**src/rtl/regfile_write_arbiter_pkg.sv**
```systemverilog
// regfile_write_arbiter_pkg
//   Shared sizes and requester indices for the register-file write arbiter,
//   plus a one-hot decode helper used by the pending-write scoreboard.
package regfile_write_arbiter_pkg;

  localparam int SIZE_WORD = 16;
  localparam int SIZE_REG  = 4;
  localparam int REG_AW    = 2;

  localparam int REQ_ALU   = 0;
  localparam int REQ_LOAD  = 1;

  function automatic logic [SIZE_REG-1:0] reg_onehot(input logic [REG_AW-1:0] idx);
    logic [SIZE_REG-1:0] v;
    v      = '0;
    v[idx] = 1'b1;
    return v;
  endfunction

endpackage

```
**src/rtl/regfile_write_arbiter_rr_arb2.sv**
```systemverilog
// rr_arb2
//   Combinational 2-way round-robin grant.
//   valid[1:0]  : request vector (index = requester)
//   last_grant  : requester that won the most recent completed handshake
//   hold        : suppresses all grants
//   grant[1:0]  : one-hot (or zero) grant
module rr_arb2 (
  input  logic       hold,
  input  logic [1:0] valid,
  input  logic       last_grant,
  output logic [1:0] grant
);

  // On a tie the requester that did not win last time gets the port.
  always_comb begin
    grant = 2'b00;
    if (!hold) begin
      grant[0] = valid[0] & (~valid[1] | last_grant);
      grant[1] = valid[1] & (~valid[0] | ~last_grant);
    end
  end

endmodule

```
**src/rtl/regfile_write_arbiter.sv**
```systemverilog
// regfile_write_arbiter
//   Shares the register file's single write port between the ALU (req0) and
//   load (req1) writeback paths with round-robin arbitration, registers the
//   winning write (latency 1), and tracks per-register pending writes.
//   Ports:
//     clk, reset_n               : clock, async active-low reset
//     hold                       : blocks new grants
//     req{0,1}_valid/reg/data    : writeback requests, req{0,1}_ready = grant
//     rsv_valid/rsv_reg/rsv_ready: decode destination reservation
//     busy                       : pending-write bit per register
//     PVSWriteEn/RegWrite        : write pulse, one per grant
//     writeReg/writeData         : registered write address/data
module regfile_write_arbiter
  import regfile_write_arbiter_pkg::*;
(
  input  logic                 clk,
  input  logic                 reset_n,
  input  logic                 hold,
  input  logic                 req0_valid,
  input  logic [REG_AW-1:0]    req0_reg,
  input  logic [SIZE_WORD-1:0] req0_data,
  output logic                 req0_ready,
  input  logic                 req1_valid,
  input  logic [REG_AW-1:0]    req1_reg,
  input  logic [SIZE_WORD-1:0] req1_data,
  output logic                 req1_ready,
  input  logic                 rsv_valid,
  input  logic [REG_AW-1:0]    rsv_reg,
  output logic                 rsv_ready,
  output logic [SIZE_REG-1:0]  busy,
  output logic                 PVSWriteEn,
  output logic                 RegWrite,
  output logic [REG_AW-1:0]    writeReg,
  output logic [SIZE_WORD-1:0] writeData
);

  logic [1:0]           grant;
  logic                 hs_any;
  logic [REG_AW-1:0]    win_reg;
  logic [SIZE_WORD-1:0] win_data;
  logic [SIZE_REG-1:0]  clear_vec, set_vec;

  logic                 last_grant_q, last_grant_d;
  logic [SIZE_REG-1:0]  busy_q, busy_d;
  logic                 wen_q, wen_d;
  logic [REG_AW-1:0]    wreg_q, wreg_d;
  logic [SIZE_WORD-1:0] wdata_q, wdata_d;

  rr_arb2 u_arb (
    .hold       (hold),
    .valid      ({req1_valid, req0_valid}),
    .last_grant (last_grant_q),
    .grant      (grant)
  );

  assign req0_ready = grant[REQ_ALU];
  assign req1_ready = grant[REQ_LOAD];

  always_comb begin
    hs_any   = (req0_valid & grant[REQ_ALU]) | (req1_valid & grant[REQ_LOAD]);
    win_reg  = grant[REQ_LOAD] ? req1_reg  : req0_reg;
    win_data = grant[REQ_LOAD] ? req1_data : req0_data;

    clear_vec = hs_any ? reg_onehot(win_reg) : '0;
    // A register retiring this cycle may be re-reserved immediately.
    rsv_ready = ~busy_q[rsv_reg] | clear_vec[rsv_reg];
    set_vec   = (rsv_valid & rsv_ready) ? reg_onehot(rsv_reg) : '0;
    // Set after clear so a same-cycle reservation wins.
    busy_d    = (busy_q & ~clear_vec) | set_vec;

    last_grant_d = last_grant_q;
    if (hs_any) last_grant_d = grant[REQ_LOAD];

    wen_d   = hs_any;
    wreg_d  = hs_any ? win_reg  : wreg_q;
    wdata_d = hs_any ? win_data : wdata_q;
  end

  always_ff @(posedge clk or negedge reset_n) begin
    if (!reset_n) begin
      last_grant_q <= 1'b1;
      busy_q       <= '0;
      wen_q        <= 1'b0;
      wreg_q       <= '0;
      wdata_q      <= '0;
    end else begin
      last_grant_q <= last_grant_d;
      busy_q       <= busy_d;
      wen_q        <= wen_d;
      wreg_q       <= wreg_d;
      wdata_q      <= wdata_d;
    end
  end

  assign busy       = busy_q;
  assign PVSWriteEn = wen_q;
  assign RegWrite   = wen_q;
  assign writeReg   = wreg_q;
  assign writeData  = wdata_q;

endmodule

```
**config.mk**
```make
export PLATFORM = sky130hd
export DESIGN_NAME = regfile_write_arbiter
export DESIGN_NICKNAME = d
export VERILOG_FILES = /design/src/rtl/regfile_write_arbiter_pkg.sv /design/src/rtl/regfile_write_arbiter_rr_arb2.sv /design/src/rtl/regfile_write_arbiter.sv
export SDC_FILE = /design/constraint.sdc
export NUM_CORES = 1
export LEC_CHECK = 0
export CORE_MARGIN = 1.5
export CORE_UTILIZATION = 41
export DETAILED_ROUTE_END_ITERATION = 8
export HOLD_SLACK_MARGIN = 0.05
export PLACE_DENSITY = 0.86
export SLEW_MARGIN = 10
export SYNTH_ARGS = -nofsm -noshare
export SYNTH_HDL_FRONTEND = slang
export SYNTH_HIERARCHICAL = 1
export SYNTH_SLANG_ARGS = --single-unit
```
**constraint.sdc**
```tcl
create_clock -name clk -period 3 [get_ports clk]
set_input_delay 0.3 -clock clk [delete_from_list [all_inputs] [get_ports clk]]
set_output_delay 0.3 -clock clk [all_outputs]
set_load 0.03 [all_outputs]
```
## Word-level counts from Yosys, hierarchy flattened

Index checks and enable logic that the tools add are counted.

- Bitwise logic cells: 16
- Reductions and logical operators: 2
- Mux-type cells: 13
- $lt $le $gt $ge: 4

Operator list:

| kind | count |
|---|---|
| 2-to-1 mux 16 bit | 1 |
| 2-to-1 mux 4 bit | 2 |
| < comparator 2 x 3 -> 1 bit, second input constant | 2 |
| AND 1 bit | 5 |
| AND 4 bit | 1 |
| binary-select mux 1 bit (select 2 bit) | 2 |
| demux 1 bit (select 2 bit) | 2 |
| greater-or-equal comparator 2 x 1 -> 1 bit, second input constant | 2 |
| 2-to-1 mux 1 bit | 4 |
| 2-to-1 mux 2 bit | 2 |
| inverter 1 bit | 4 |
| inverter 4 bit | 1 |
| OR 1 bit | 4 |
| OR 4 bit | 1 |
| logical AND 1 bit | 2 |

- Register bits: 24
- Input port bits: 44

## Longest topological paths before layout

- Depth after elaboration: 16
- Mapped depth: 9
- Depth with buffers taken out: 7

## Modules after synthesis

The synthesis kept the hierarchy.

Modules (own cells, without submodules):

| module | sequential area each (um^2) | cells each | area an instance (um^2) | times used |
|---|---|---|---|---|
| regfile_write_arbiter | 601.8 | 121 | 1234.9 | 1 |
| rr_arb2 | 0.0 | 4 | 30.0 | 1 |

## Worst setup path after synthesis

OpenSTA, ideal clock, no wires.

- Path kind: register to output
- From: register last_grant_q
- To: output rsv_ready
- Path buffers: 1
- Stages on the path, launching flop included: 7
- Data arrival time: 2271 ps
- Setup slack: 429 ps
- Cell sequence: dfstp_2 a211oi_2 buf_6 nor2b_4 a21oi_1 xnor2_1 o31ai_1

- Longest elaborated chain between the ends: 13
- Elaborated cells between the ends (all ways): 19
- Classes of those cells: order compare (2); mux (7); bitwise (9); reduce/logical (1)

Ends and longest elaborated chain:

| element | line | text |
|---|---|---|
| from (decl) | regfile_write_arbiter.sv:43 | `logic last_grant_q, last_grant_d;` |
| from (signal assigned) | regfile_write_arbiter.sv:87 | `last_grant_q <= last_grant_d;` |
| inverter 1 bit (*) | regfile_write_arbiter_rr_arb2.sv:19 | `grant[1] = valid[1] & (~valid[0] \| ~last_grant);` |
| OR 1 bit (*) | regfile_write_arbiter_rr_arb2.sv:19 |  |
| AND 1 bit (*) | regfile_write_arbiter_rr_arb2.sv:19 |  |
| 2-to-1 mux 2 bit (*) | regfile_write_arbiter_rr_arb2.sv:17 | `if (!hold) begin` |
| named net req1_ready | regfile_write_arbiter.sv:26 | `output logic req1_ready,` |
| 2-to-1 mux 2 bit | regfile_write_arbiter.sv:61 | `win_reg = grant[REQ_LOAD] ? req1_reg : req0_reg;` |
| < comparator 2 x 3 -> 1 bit (not written as such) or greater-or-equal comparator 2 x 1 -> 1 bit (tied branches) | regfile_write_arbiter_pkg.sv:16 | `v[idx] = 1'b1;` |
| logical AND 1 bit (not written as such) | regfile_write_arbiter_pkg.sv:16 |  |
| 2-to-1 mux 1 bit (not written as such) | regfile_write_arbiter_pkg.sv:16 |  |
| demux 1 bit (select 2 bit) | regfile_write_arbiter_pkg.sv:16 |  |
| 2-to-1 mux 4 bit (*) | regfile_write_arbiter.sv:64 | `clear_vec = hs_any ? reg_onehot(win_reg) : '0;` |
| binary-select mux 1 bit (select 2 bit) (*) | regfile_write_arbiter.sv:66 | `rsv_ready = ~busy_q[rsv_reg] \| clear_vec[rsv_reg];` |
| 2-to-1 mux 1 bit (not written as such) (*) | regfile_write_arbiter.sv:66 |  |
| OR 1 bit (*) | regfile_write_arbiter.sv:66 |  |
| to (decl) | regfile_write_arbiter.sv:29 | `output logic rsv_ready,` |

The timed path passes the listed nets; every way through them passes the cells marked *. The select of a mux whose other input is x is not followed.

## Worst setup path after layout

- From: input req1_valid
- To: output rsv_ready

- Longest elaborated chain between the ends: 11
- Elaborated cells between the ends (all ways): 18
- Classes of those cells: order compare (2); mux (7); bitwise (8); reduce/logical (1)

Ends and longest elaborated chain:

| element | line | text |
|---|---|---|
| from (decl) | regfile_write_arbiter.sv:23 | `input logic req1_valid,` |
| AND 1 bit | regfile_write_arbiter_rr_arb2.sv:19 |  |
| 2-to-1 mux 2 bit | regfile_write_arbiter_rr_arb2.sv:17 |  |
| 2-to-1 mux 2 bit | regfile_write_arbiter.sv:61 |  |
| < comparator 2 x 3 -> 1 bit (not written as such) or greater-or-equal comparator 2 x 1 -> 1 bit (tied branches) | regfile_write_arbiter_pkg.sv:16 |  |
| logical AND 1 bit (not written as such) | regfile_write_arbiter_pkg.sv:16 |  |
| 2-to-1 mux 1 bit (not written as such) | regfile_write_arbiter_pkg.sv:16 |  |
| demux 1 bit (select 2 bit) | regfile_write_arbiter_pkg.sv:16 |  |
| 2-to-1 mux 4 bit (*) | regfile_write_arbiter.sv:64 |  |
| binary-select mux 1 bit (select 2 bit) (*) | regfile_write_arbiter.sv:66 |  |
| 2-to-1 mux 1 bit (not written as such) (*) | regfile_write_arbiter.sv:66 |  |
| OR 1 bit (*) | regfile_write_arbiter.sv:66 |  |

Mark *: on every way between the ends. The rest lies on a longest branch, timed or not. The select of a mux whose other input is x is not followed.

==> qor.csv <==
metric,value,unit
status,"complete, no violations",
port bufs,70,
clk buf depth,2,
number of flops mapped to enable cells by yosys,0,
core area,0.00285,mm2
share of layout cells above drive strength 1,7.22,%
total grt overflow,0,
Reg2Reg Launch Point,last_grant_q,
max-slew violations,0,
"slowest stage delay, CP",0.53,ns
# Post-CTS Setup Buffers,0,
Area contributors post-synth,"dfrtp_1, mux2i_1, o21ai_1, nand2_1, dfstp_2",
vias in the first global route,1161,
max cap viols,0,
Inserted Diodes,0,
Root Buffer,clkbuf_4,
num ports,71,
Initial Util,44.3,%
f_max,0.379,GHz
Post-Syn Nets,169,
Worst setup SP type,input pin,
Crit Path Max Fanout,12,
first-pass GRT wire length,5.28,mm
number of buffers inserted by hold repair at cts,0,
crit path time final,2.64,ns
Initial DRT Pass Iterations,4,
initial antenna violation count,0,
post-route design area,0.00202,mm2
Slowest cell on crit path,clkdlybuf4s50_1,
Num CTS Buffers,3,
CTS tree,yes,
Post-CTS Resized,0,
final hold vios,0,
HP Class,in2async,
Final nets,239,
sequential area share after synthesis,47.6,%
RSZ-0062 raised after global routing,false,
clk slew on worst S/H paths,0.12,ns
Sink Count,24,
cell area after synthesis,0.00126,mm2
final cycle utilization of the critical path,88.0,%
Yosys top cell by area,dfrtp_1,
die span in y,58.5,um
synth warn,6,
worst path cell trace,clkdlybuf4s50_1 -> inv_1 -> a211oi_4 -> nor2b_4 -> a21oi_1 -> xnor2_1 -> o31ai_1 -> buf_4,
largest net degree at the start of global routing,34,
crit path buf inv count,3,
met1 Use GR,27.2,%
Worst-Margin Slew,1.03,ns
met2 Track Usage GR,32.7,%
worst endpoint required time,2.70,ns
Crit path max-delay family,compound AO/OA/AOI/OAI gates,
initial drt markers,48,
average routed wire per standard cell,14.5,um
DRC errors left,0,
Peak VDD IR,0.329,mV
via count,1168,
PwrDens,605,mW/mm2
Routability Congestion,0.808,
Area after DPL,0.00198,mm2
Synth top cells by count,"dfrtp_1, nand2_1, o21ai_1",
critical path type,in2out,
most frequent cell after synthesis,dfrtp_1,
Critical Path Start,req1_valid,
Synth Area per Inst,10.1,um2
met3 Use GR,3.96,%
"Clk Latency, worst-skew pair",0.31,ns
setup_tns,0,ns
CTS H-tree depth,1,
Area growth syn-to-layout,59.7,%
Detail Route Antenna Nets,0,
post-synth cell types,37,
final wirelength,3.26,mm
Synth Flop Type,dfrtp_1,
busiest grt layer,met2,
clock skew,0.00472,ns
die area,0.00343,mm2
number of synthesized register bits,24,
CP endpoint kind,output pin,
leakage,0.851,nW
share of the synthesized area in the top cell type,45.5,%
async set-reset flop share out of synthesis,100,%
Worst EP arrival,2.34,ns
num rows,19,
post-DP HPWL,2.58,mm
DR vias/cell,5.19,
gr usage total,20.4,%
Mapped Cells,125,
# setup viols final,0,
Horiz. Die Dim,58.5,um
max-slew headroom at the worst pin,31.6,%
[where the power goes]
| part | internal, mW | switching (mW) | total (mW) |
|---|---|---|---|
| Clock | 0.0741 | 0.0938 | 0.168 |
| Combinational | 0.271 | 0.318 | 0.589 |
| Sequential | 0.408 | 0.0569 | 0.465 |
| Total | 0.753 | 0.469 | 1.22 |
[placed cells by master, fill, tap and decap left out]
master	count
clkbuf_4	3
or3b_1	1
nand3_1	2
a22o_1	2
o211a_1	1
inv_2	1
o31ai_1	1
mux2i_1	16
buf_4	4
dfrtp_1	23
a31oi_1	1
o21ai_1	18
mux4_2	1
and3_1	2
nand2_1	20
a21oi_1	2
nand4_1	1
xnor2_1	1
dfstp_2	1
and2_1	2
a21o_1	2
nor2b_1	1
clkbuf_8	1
o211ai_1	1
o21a_1	1
a211oi_1	2
a32o_1	1
o31ai_2	1
clkdlybuf4s50_1	69
a211oi_4	1
nor3_1	3
nor2_1	1
and3b_1	1
and4b_1	1
inv_1	3
nor2b_4	1
o21ai_0	1
[logic make-up (layout without fill, tap and decap cells)]
| family | count (synthesis) | in the layout | share of synthesized area (%) |
|---|---|---|---|
| compound gates | 35 | 35 | 17.9 |
| buf+inv | 12 | 81 | 4.94 |
| mux | 17 | 17 | 14.4 |
| xor+xnor | 1 | 1 | 0.693 |
| flops | 24 | 24 | 47.6 |
| simple gates | 36 | 36 | 14.4 |
[sequential cells by signal, indices dropped and copies added, names as in the netlist]
name,flops
writeReg,2
writeData,16
PVSWriteEn,1
busy,4
last_grant_q,1
[cell type report]
type / instances / area (um2)
inverter: 4 / 15.0
multi-input combinational: 89 / 608
tap: 31 / 38.8
timing repair buffer: 73 / 721
fill: 221 / 832
clock buffer: 4 / 36.3
sequential: 24 / 602
[path summary, 6_finish.rpt]
| check | endpoint | slack [ns] | cells after the start |
|---|---|---|---|
| worst max-delay path | rsv_ready | 0.36 | 8 |
| worst min-delay path | busy[3] | 0.34 | 2 |
| worst max register to register | writeReg[1] | 0.90 | 6 |
| worst min register to register | writeData[13] | 0.50 | 2 |
| max in group asynchronous | last_grant_q | 2.38 | 2 |
| min in group clk | writeData[13] | 0.50 | 2 |
[per-layer routing]
layer,wire length (um),up-vias
li1,-,583
met3,254,8
met4,72,0
met2,1500,62
met1,1430,515
met5,0,-
[through the flow]
step	instances	util, %	power [mW]	hold WS [ns]	worst slack [ns]
after floorplan	125	-	0.783	0.00441	0.429
after global placement	221	69.6	1.05	0.467	0.442
after detailed placement	221	69.6	1.06	0.480	0.381
after CTS	225	70.8	1.23	0.338	0.379
after global routing	225	70.8	1.29	0.354	0.222
final	225	70.8	1.22	0.341	0.359
No activity file was read; power rests on OpenSTA's default activity.
==> patch, RTL diff (config.mk and constraints unchanged) <==
The package constant `SIZE_REG` goes from 4 to 8.
--- a/src/rtl/regfile_write_arbiter_pkg.sv
+++ b/src/rtl/regfile_write_arbiter_pkg.sv
@@ -4,7 +4,7 @@
 package regfile_write_arbiter_pkg;
 
   localparam int SIZE_WORD = 16;
-  localparam int SIZE_REG  = 4;
+  localparam int SIZE_REG  = 8;
   localparam int REG_AW    = 2;
 
   localparam int REQ_ALU   = 0;
Interface: changed (resized busy); port bits go from 71 to 75. No check against the original RTL was run, so the function may have changed too.
==> patch against the unedited design <==
Routed wire length decreased by 5.8%. Sequential cell count unchanged. Power increased by 2.0%. Synthesized area decreased by 1.9%. Sequential share of layout area decreased by 0.074 points. First-iteration DRC count decreased by 6.3%. Cell area increased by 0.25%. Register-to-register slack improved by 100 ps. Clock power increased by 39%. Setup slack improved by 45 ps. Critical endpoint unchanged. Largest power group unchanged.
==> patch: results <==
metrics = {
    "yosys": {
        "synth_xor_area_frac": 0.007056,
        "syn-instance-count": 119,
        "synth_cell_types": 28,
        "synth.yosys.seq_area_share": 0.4849,
        "synth_mux_area_frac": 0.1804,
    },
    "finish": {
        "drive_above_1_share": 0.08947,
        "nNetsFinal": 235,
    },
    "sta": {
        "worst_pin_slew_ps": 678.6,
    },
    "worst_setup_path": {
        "path_max_fanout": 4,
        "ff2ff_path_depth": 5,
        "max_stage_delay_ps": 470,
        "arrival_ps": 2300,
    },
    "routing": {
        "dr.pass1.iters": 6,
        "wire_per_inst_um": 13.89,
        "vias_per_cell": 4.986,
        "drt_iter0_markers": 45,
    },
    "placement": {
        "pre_cts_ws_ps": -47.76,
        "dp_hpwl_um": 2481,
    },
    "grt": {
        "grt_max_degree": 25,
        "first_global_vias": 1179,
        "grt_first_pass_wirelength_um": 5126,
    },
    "pwr": {
        "max-vdd-ir-drop_v": 0.0004880,
        "p_leak_uw": 0.0008704,
    },
    "outcome": {
        "run_status": "complete, no violations",
    },
    "clocking": {
        "path_clk_slew_ps": 140,
    },
}
==> patch: cell types whose count changed in the layout (fill, tap and decap cells not counted), sizes merged, moves of 2 or more <==
cell / before / now
nand2: 20 / 23
nor3: 3 / 0
a22o: 2 / 0
o21ai: 19 / 22
mux2: 0 / 3
a211oi: 3 / 1
inv: 4 / 7
and3: 2 / 0
nand3: 2 / 0
o31ai: 2 / 0
nor2b: 2 / 0
conb: 0 / 4
==> patch: layout make-up <==
cell class	instances	area share
Clock inverter	1	0.01482
Clock buffer	3	0.01112
Inverter	7	0.01297
Timing Repair Buffer	74	0.3700
Tap cell	31	0.01915
Sequential cell	24	0.2971
Multi-Input combinational cell	81	0.2749
==> patch: through the flow <==
step                hold slack (ps)  area [sq um]  utilization  std cells
finish                        323.1          2026       0.7221        221
global route                  328.4          2026       0.7221        221
CTS                           319.3          2023       0.7212        221
detailed placement            478.9          1967       0.7012        217
global placement              461.8          1967       0.7012        217
floorplan                     4.409          1252            -        122
==> patch: power breakdown <==
group          internal (uW)  switching, uW
clock                    135           99.0
sequential               404           51.3
combinational            254            303
total                    794            453
==> patch: layer usage <==
layer | share of wire | vias to the layer above | global-route usage | routed length, um
li1 | - | 539 | - | -
met1 | 0.37 | 506 | 0.2072 | 1122
met2 | 0.53 | 51 | 0.3815 | 1634
met3 | 0.081 | 6 | 0.05357 | 249
met4 | 0.021 | 0 | 0.07973 | 63
met5 | 0 | - | 0 | 0
==> patch: cell families (layout without fill, tap and decap cells) <==
kind of cell,Yosys count,after routing
flops,24,24
xor+xnor,1,1
compound gates,31,31
other cells,1,4
mux,20,20
buf+inv,17,85
simple gates,25,25
==> patch: worst max path at each step <==
stage	start	to	slack (ps)
finish	req1_valid	rsv_ready	400
global route	req1_valid	rsv_ready	290
detailed placement	req1_valid	rsv_ready	-50
CTS	req1_valid	rsv_ready	30
floorplan	last_grant_q$_DFFE_PN1P_	rsv_ready	510
global placement	req1_valid	rsv_ready	30
==> patch: repair_timing <==
item / in CTS / in global routing
setup buffers: 0 / 0
hold endpoints to repair: 0 / 0
hold buffers: 0 / 0
resized for setup: 1 / 1
setup endpoints to repair: 1 / 1
gates cloned: 0 / 0
==> patch: worst reg2reg max path, stage by stage, from the launching register on <==
cell and delay, ps:
dfstp_2 590, a211oi_4 90, buf_6 200, a21oi_2 580, inv_2 90, mux2_1 340
